File: src/rtl/instruction_fetch.sv
// Instruction fetch stage: issues ROM byte addresses, replays the in-flight address
// while decode stalls, and restarts at a word-aligned target on redirect.
module instruction_fetch #(
  parameter int unsigned     SIZE     = 32,
  parameter int unsigned     INSTR_W  = 48,
  parameter logic [SIZE-1:0] RESET_PC = '0,
  parameter int unsigned     PC_STEP  = 4
) (
  input  logic               CLK,
  input  logic               Reset,
  input  logic               Stall,
  input  logic               Redirect,
  input  logic [SIZE-1:0]    RedirectPC,
  output logic [SIZE-1:0]    RomAddr,
  input  logic [INSTR_W-1:0] RomInstr,
  output logic [INSTR_W-1:0] InstrOut,
  output logic [SIZE-1:0]    PCOut,
  output logic               Valid,
  output logic [31:0]        FetchCount
);

  localparam int unsigned CNT_W = 32;

  logic [SIZE-1:0]  fetch_pc;
  logic [SIZE-1:0]  out_pc;
  logic             out_valid;
  logic [CNT_W-1:0] fetch_count;
  logic [SIZE-1:0]  target_pc;
  logic             accept;

  // Low two bits of the redirect target are dropped to keep fetches word aligned.
  assign target_pc = RedirectPC & ~SIZE'(3);

  // An instruction is consumed by decode only when nothing holds or squashes it.
  assign accept = out_valid && !Stall && !Redirect;

  always_comb begin
    RomAddr = fetch_pc;
    if (Redirect) begin
      RomAddr = target_pc;
    end else if (Stall && out_valid) begin
      RomAddr = out_pc;
    end
  end

  always_ff @(posedge CLK) begin
    if (Reset) begin
      fetch_pc    <= RESET_PC;
      out_pc      <= '0;
      out_valid   <= 1'b0;
      fetch_count <= '0;
    end else begin
      if (Redirect) begin
        out_pc    <= target_pc;
        out_valid <= 1'b1;
        fetch_pc  <= target_pc + SIZE'(PC_STEP);
      end else if (!Stall) begin
        out_pc    <= fetch_pc;
        out_valid <= 1'b1;
        fetch_pc  <= fetch_pc + SIZE'(PC_STEP);
      end
      if (accept && (fetch_count != {CNT_W{1'b1}})) begin
        fetch_count <= fetch_count + CNT_W'(1);
      end
    end
  end

  assign PCOut      = out_pc;
  assign Valid      = out_valid;
  assign InstrOut   = out_valid ? RomInstr : '0;
  assign FetchCount = fetch_count;

endmodule
File: config.mk
export PLATFORM = sky130hd
export DESIGN_NAME = instruction_fetch
export DESIGN_NICKNAME = d
export VERILOG_FILES = /design/src/rtl/instruction_fetch.sv
export SDC_FILE = /design/constraint.sdc
export NUM_CORES = 1
export LEC_CHECK = 0
export CAP_MARGIN = 20
export CELL_PAD_IN_SITES_DETAIL_PLACEMENT = 1
export CELL_PAD_IN_SITES_GLOBAL_PLACEMENT = 2
export CORE_UTILIZATION = 26
export DETAILED_ROUTE_END_ITERATION = 10
export PLACE_DENSITY_LB_ADDON = 0.1
export SLEW_MARGIN = 20
export SYNTH_ARGS = -nofsm -noshare
export SYNTH_HDL_FRONTEND = slang
export SYNTH_SLANG_ARGS = --single-unit
File: constraint.sdc
create_clock -name CLK -period 8.1 [get_ports CLK]
set_clock_uncertainty 0.1 [all_clocks]
set_input_delay 1.62 -clock CLK [delete_from_list [all_inputs] [get_ports CLK]]
set_output_delay 1.62 -clock CLK [all_outputs]
set_load 0.05 [all_outputs]
==> impl_metrics.json, run 1 <==
{
  "p_leak_nw": 3.13,
  "hold_critical_path_endpoint": "fetch_pc[26]",
  "timing.hold.worst.start": "fetch_pc[26]",
  "die_w_um": 153,
  "area_growth_from_synthesis_to_layout_pct": 45.9,
  "grt_max_degree": 83,
  "crit_path_cell_trace": "buf_2, nand2_2, buf_4, mux2i_1, a21oi_1, clkdlybuf4s50_1",
  "synthTopCellsByArea": "dfxtp_1 31%, mux2i_1 10%, xnor2_1 6.3%, nor2_1 5.5%, and2_1 5.3%",
  "count_of_input_and_output_buffers": 222,
  "remaining_drc_errors": 0,
  "worstSetupPathType": "primary input to output port",
  "post_cts_resized": 0,
  "crit_path_max_fanout": 31,
  "clock_insertion_delay_at_the_later_pin_of_the_skew_report_ps": 350,
  "setup-violations-final": 0,
  "htree_levels": 3,
  "ff2ff_path_depth": 10,
  "pwr-share-seq_pct": 36.5,
  "finalWirelength_um": 22400,
  "synth_cell_types": 55,
  "final_critical_path_setup_slack_ps": 1790,
  "cts_buffers": 9,
  "finalWorstPathRequiredPeriod_ps": 6310,
  "num_rows": 54,
  "number_of_filler_instances_in_the_final_layout": 2631,
  "tightest_slew_ps": 985,
  "synth.cells.most_frequent": "93 x dfxtp_1, 87 x nor2_1, 59 x mux2i_1, 59 x nand2_1, 50 x and2_1",
  "post-synth-top-area-cell": "dfxtp_1",
  "async_reset_ff_share_pct": 0,
  "grt_setup_unrepaired": "false",
  "power.ir.vdd_worst_mv": 0.0993,
  "ctsLongestPathBuffers": 2,
  "synth_edf_count": 0,
  "yosysWarnings": 0,
  "grt_overflow": 0,
  "cts_hold_repair.buffers": 0,
  "cts_tree": "yes",
  "timing.final.crit_share_pct": 77.9,
  "switching_share_pct": 35.0,
  "synth-main-ff-cell": "dfxtp_1",
  "finalHoldViolCount": 0,
  "ys_seq_area_share_pct": 31.4,
  "nets": 1024,
  "placement_stage_worst_setup_slack_ps": 1750,
  "p_clk_share_pct": 34.1,
  "cp-start-kind": "primary input",
  "post_synth_instance_area_mm2": 0.00593,
  "critPathCaptureType": "output port",
  "reg2reg_setup_slack_ps": 5440,
  "maxClockFrequency_ghz": 0.158,
  "number_of_antenna_violations_at_the_first_check_in_global_routing": 0,
  "route.vias.total": 6347,
  "first_global_vias": 6434,
  "max_slew_headroom_at_the_worst_pin_pct": 34.3,
  "synth_most_common_cell": "dfxtp_1",
  "cp_slowest_cell": "clkdlybuf4s50_1",
  "hold_path_depth": 2,
  "post-cts-setup-buffers": 0,
  "max_capacitance_violation_count": 0,
  "worst_path_largest_cell_delay_ps": 910,
  "critical_path_required_ps": 6380,
  "design.portCount": 229,
  "critical_path.reg2reg.endpoint": "fetch_pc[30]",
  "fp.dieArea_mm2": 0.0234,
  "switching_power_w": 0.000486,
  "timing_max_transition_violations_final": 0,
  "detailed_routing_iterations_pass_1": 4,
  "clock-sinks": 93,
  "timing.critical_path.max_delay_family": "buffers and inverters",
  "global_route_wire_length_before_repair_um": 35700,
  "globalRouteTotalUtil_pct": 19.1,
  "worst_r2r_startpoint": "fetch_pc[2]",
  "clk_root_buffer_cell": "clkbuf_16",
  "crit_buf_inv": 3,
  "floorplan.initialDensity_pct": 26.9,
  "hpwlAfterDp_um": 16800,
  "min_path_type": "register to register",
  "power.density_mw_per_mm2": 160,
  "ys_ff_latch": 93,
  "die_y_um": 153,
  "critPathArrivalTime_ps": 4590,
  "p_int_w": 0.000902,
  "worst_setup_hold_path_clk_slew_ps": 70,
  "layout-drive-gt1-share_pct": 4.35,
  "share_comb_of_total_power_pct": 29.4,
  "gp_congestion": 0.771,
  "setup_tns_ps": 0,
  "initialDrtViolationCount": 296,
  "core_area_mm2": 0.0221,
  "post_drt_via_cell_ratio": 5.19,
  "synth_area_per_cell_um2": 7.93,
  "synth_largest_type_area_fraction_pct": 31.4,
  "status": "finished clean",
  "postSynthCellCount": 748,
  "wire_per_inst_um": 18.3,
  "ant_nets": 0
}
## sequential cells by signal (all words and copies together), names as in the netlist
name and count:
Valid 1, fetch_pc 30, FetchCount 32, PCOut 30
## per-layer routing
metal	part of all wire, %	global-route usage, %
met5	0	0
met4	0.98	4.95
met3	4.3	2.92
met2	49	33.4
met1	46	24.3
## layout by cell type, fill, tap and decap left out, types with 30 or more instances in the layout
| master | count |
|---|---|
| clkdlybuf4s50_1 | 219 |
| xnor2_1 | 43 |
| nand2_1 | 58 |
| nand3_1 | 39 |
| dfxtp_1 | 93 |
| nor2_1 | 87 |
| and2_1 | 50 |
| a211oi_1 | 41 |
| a21oi_1 | 40 |
| mux2i_1 | 59 |
| o21ai_0 | 30 |
## tightest hold or removal path, delay by kind of cell (launching register included)
kind,cells,cell delay [ps]
AOI/OAI and AO/OA,1,50
DFF,1,330
and+or+nand+nor,1,60
## power groups by stage
| stage | clock [W] | combinational, W | sequential, W |
|---|---|---|---|
| floorplan | 0 | 0.000218 | 0.000548 |
| global placement | 0 | 0.000404 | 0.000515 |
| detailed placement | 0 | 0.000409 | 0.000517 |
| CTS | 0.000492 | 0.000410 | 0.000506 |
| global route | 0.000507 | 0.000432 | 0.000510 |
| finish | 0.000474 | 0.000407 | 0.000506 |
## per-stage QoR
step	utilization, %	cell area [µm²]	total power [W]	cells	hold slack (ps)
final	39.2	8660	0.00139	1224	383
after global placement	37.7	8320	0.000918	1206	363
after CTS	39.2	8650	0.00141	1223	385
after global routing	39.2	8650	0.00145	1223	403
after detailed placement	37.7	8330	0.000926	1207	372
after floorplan	-	5940	0.000766	751	341
## cell type report
cell class	instances	area [µm²]	area share, %
clock buffers	9	225	2.60
inverters	8	30.0	0.347
multi-input cells	595	3810	44.1
flip-flops and latches	93	1860	21.5
repair buffers	231	2270	26.2
diodes	1	2.50	0.0289
well taps	280	350	4.05
clock inverters	7	100	1.16
## worst max-delay path by stage
stage / from / endpoint / cells after the start
after CTS: Stall / RomAddr[31] / 6
after detailed placement: Stall / RomAddr[31] / 6
after global placement: Stall / RomAddr[31] / 6
after global routing: Stall / RomAddr[31] / 6
final: Stall / RomAddr[31] / 6
after floorplan: Stall / RomAddr[20] / 5
## kinds of logic after synthesis
kind of cell / Yosys count / synth area share (%)
other: 1 / 0.0632
adder cells (fa/ha/maj): 2 / 0.422
buffers and inverters: 63 / 4.56
AO/OA/AOI/OAI: 144 / 15.8
multiplexers: 59 / 9.95
AND/OR/NAND/NOR: 320 / 28.1
flip-flops: 93 / 31.4
XOR/XNOR: 66 / 9.74
Note: power is estimated with default switching activity, not from simulation.
==> run 2: changes to the inputs <==
--- a/config.mk
+++ b/config.mk
@@ -8,7 +8,7 @@
 export CAP_MARGIN = 20
 export CELL_PAD_IN_SITES_DETAIL_PLACEMENT = 1
 export CELL_PAD_IN_SITES_GLOBAL_PLACEMENT = 2
-export CORE_UTILIZATION = 26
+export CORE_UTILIZATION = 22
 export DETAILED_ROUTE_END_ITERATION = 10
 export PLACE_DENSITY_LB_ADDON = 0.1
 export SLEW_MARGIN = 20
==> constraint.sdc (replaced) <==
create_clock -name CLK -period 5.73 [get_ports CLK]
set_clock_uncertainty 0.1 [all_clocks]
set_input_delay 1.146 -clock CLK [delete_from_list [all_inputs] [get_ports CLK]]
set_output_delay 1.146 -clock CLK [all_outputs]
set_load 0.05 [all_outputs]
==> run 2 against run 1 <==
  * The run now ends with design-rule violations left
  * Die area grew 18%
  * First-iteration DRC count shrank 29%
  * Wire length grew 3.9%
  * Non-clock buffer count grew 3
  * Critical path type unchanged
  * Critical endpoint is now RomAddr[13]
  * Highest routed layer unchanged
==> impl_metrics.json, run 2 (synthesis results as in run 1) <==
{
  "reg2reg_setup_slack_ps": 3070,
  "count_of_input_and_output_buffers": 222,
  "timing.critical_path.max_delay_family": "buffers and inverters",
  "gp_congestion": 0.697,
  "worstSetupPathDepth": 6,
  "antenna_cells": 0,
  "finalWirelength_um": 23300,
  "globalRouteTotalUtil_pct": 16.8,
  "mostFrequentLayoutCell": "clkdlybuf4s50_1",
  "ff2ff_path_depth": 6,
  "remaining_drc_errors": 30,
  "fp.dieArea_mm2": 0.0276,
  "area_growth_from_synthesis_to_layout_pct": 48.0,
  "core_area_mm2": 0.0263,
  "switching_power_w": 0.000689,
  "cp_slowest_cell": "clkdlybuf4s50_1",
  "critPathArrivalTime_ps": 3200,
  "setup_tns_ps": 0,
  "worst_path_largest_cell_delay_ps": 870,
  "fin_total_pwr_w": 0.00199,
  "power.density_mw_per_mm2": 227,
  "crit_buf_inv": 3,
  "worstSetupPathType": "primary input to output port",
  "first_global_vias": 6133,
  "global_route_wire_length_before_repair_um": 36600,
  "min_path_type": "register to register",
  "wire_per_inst_um": 18.2,
  "cts_buffers": 9,
  "post-cts-setup-buffers": 0,
  "setup-violations-final": 0,
  "critPathCaptureType": "output port",
  "p_clk_share_pct": 34.8,
  "timing_max_transition_violations_final": 0,
  "crit_path_max_fanout": 13,
  "placement_stage_worst_setup_slack_ps": 1250,
  "final.hold.worst_slack_ps": 377,
  "layout-drive-gt1-share_pct": 4.76,
  "cp-start-kind": "primary input",
  "critical_path_required_ps": 4480,
  "placedCellCount": 1265,
  "clock-sinks": 93,
  "ant_nets": 0,
  "largest_register_ffs": 32,
  "crit_path_start": "Stall",
  "design.portCount": 229,
  "power.ir.vdd_worst_mv": 0.136,
  "most-common-layout-cells": "218 x clkdlybuf4s50_1, 93 x dfxtp_1, 87 x nor2_1, 59 x mux2i_1, 58 x nand2_1",
  "max_capacitance_violation_count": 0,
  "cts_hold_repair.buffers": 0,
  "initialDrtViolationCount": 210,
  "clk_root_buffer_cell": "clkbuf_16",
  "finalWorstPathRequiredPeriod_ps": 4450,
  "htree_levels": 3,
  "route.vias.total": 6093,
  "final-instance-count-excl-fill": 1281,
  "worst_r2r_startpoint": "Valid",
  "critical_path.reg2reg.endpoint": "FetchCount[27]",
  "hpwlAfterDp_um": 17100,
  "maxClockFrequency_ghz": 0.225,
  "status": "finished, violations left",
  "grt_max_degree": 92,
  "ctsLongestPathBuffers": 2,
  "die_y_um": 166,
  "max_slew_headroom_at_the_worst_pin_pct": 32.3,
  "floorplan.initialDensity_pct": 22.6,
  "p_leak_nw": 3.17,
  "timing.hold.worst.start": "PCOut[3]",
  "die_w_um": 166,
  "clock_insertion_delay_at_the_later_pin_of_the_skew_report_ps": 350,
  "crit_path_end": "RomAddr[13]",
  "crit_path_cell_trace": "buf_2, nand2_2, buf_4, mux2i_1, a21oi_1, clkdlybuf4s50_1",
  "grt_setup_unrepaired": "false",
  "tightest_slew_ps": 1020,
  "finalHoldViolCount": 0,
  "failed_checks": "design-rule violations",
  "share_comb_of_total_power_pct": 29.1,
  "grt_overflow": 0,
  "post_cts_resized": 0,
  "nets": 1027,
  "switching_share_pct": 34.6,
  "cts_tree": "yes",
  "hold_path_depth": 2,
  "timing.final.crit_share_pct": 77.6,
  "number_of_antenna_violations_at_the_first_check_in_global_routing": 0,
  "worst_setup_hold_path_clk_slew_ps": 70,
  "pwr-share-seq_pct": 36.0,
  "detailed_routing_iterations_pass_1": 9,
  "final_critical_path_setup_slack_ps": 1280,
  "p_int_w": 0.00130,
  "post_drt_via_cell_ratio": 4.76,
  "num_rows": 59
}
[run 2: changes by cell type in the layout (fill, tap and decap cells not counted), sizes merged]
cell	change
clkbuf	+2
clkinv	+1
diode	-1
buf	+4
clkdlybuf4s50	-1
clkinvlp	-3
[run 2: routing by layer]
metal  up-vias  routed length (µm)  global-route usage (%)
met2       169               10500                    27.1
met5         -                   0                       0
met4         0                 222                    4.23
li1       3040                   -                       -
met3        11                1400                    3.48
met1      2873               11200                    22.6
[run 2: power groups by stage]
stage	clock network [W]	registers, W	logic (W)
5_1_grt	0.000746	0.000722	0.000615
3_5_place_dp	0	0.000732	0.000585
2_1_floorplan	0	0.000775	0.000308
3_3_place_gp	0	0.000732	0.000585
6_report	0.000693	0.000717	0.000580
4_1_cts	0.000721	0.000717	0.000587
[run 2: area by class of cell]
cell class                      count  area, µm²
Timing Repair Buffer              234       2320
Multi-Input combinational cell    595       3810
Clock inverter                      5       82.6
Clock buffer                       11        253
Inverter                            8       30.0
Tap cell                          335        419
Sequential cell                    93       1860
Fill cell                        3092      17500
[run 2: worst register-to-register path, delay by kind of cell (launching register included)]
| family | cells | cell delay (ps) |
|---|---|---|
| and+or+nand+nor | 3 | 1310 |
| AOI/OAI and AO/OA | 2 | 510 |
| buffers and inverters | 1 | 370 |
| DFF | 1 | 310 |
[run 2: through the flow]
stage	area [µm²]	util, %
floorplan	5940	-
global placement	8450	32.1
detailed placement	8450	32.1
CTS	8780	33.4
global route	8780	33.4
finish	8780	33.4
[run 2: how the worst min path moves through the flow]
stage / to
global placement: PCOut[3]
global route: fetch_pc[26]
floorplan: fetch_pc[26]
detailed placement: PCOut[3]
CTS: PCOut[3]
finish: PCOut[3]
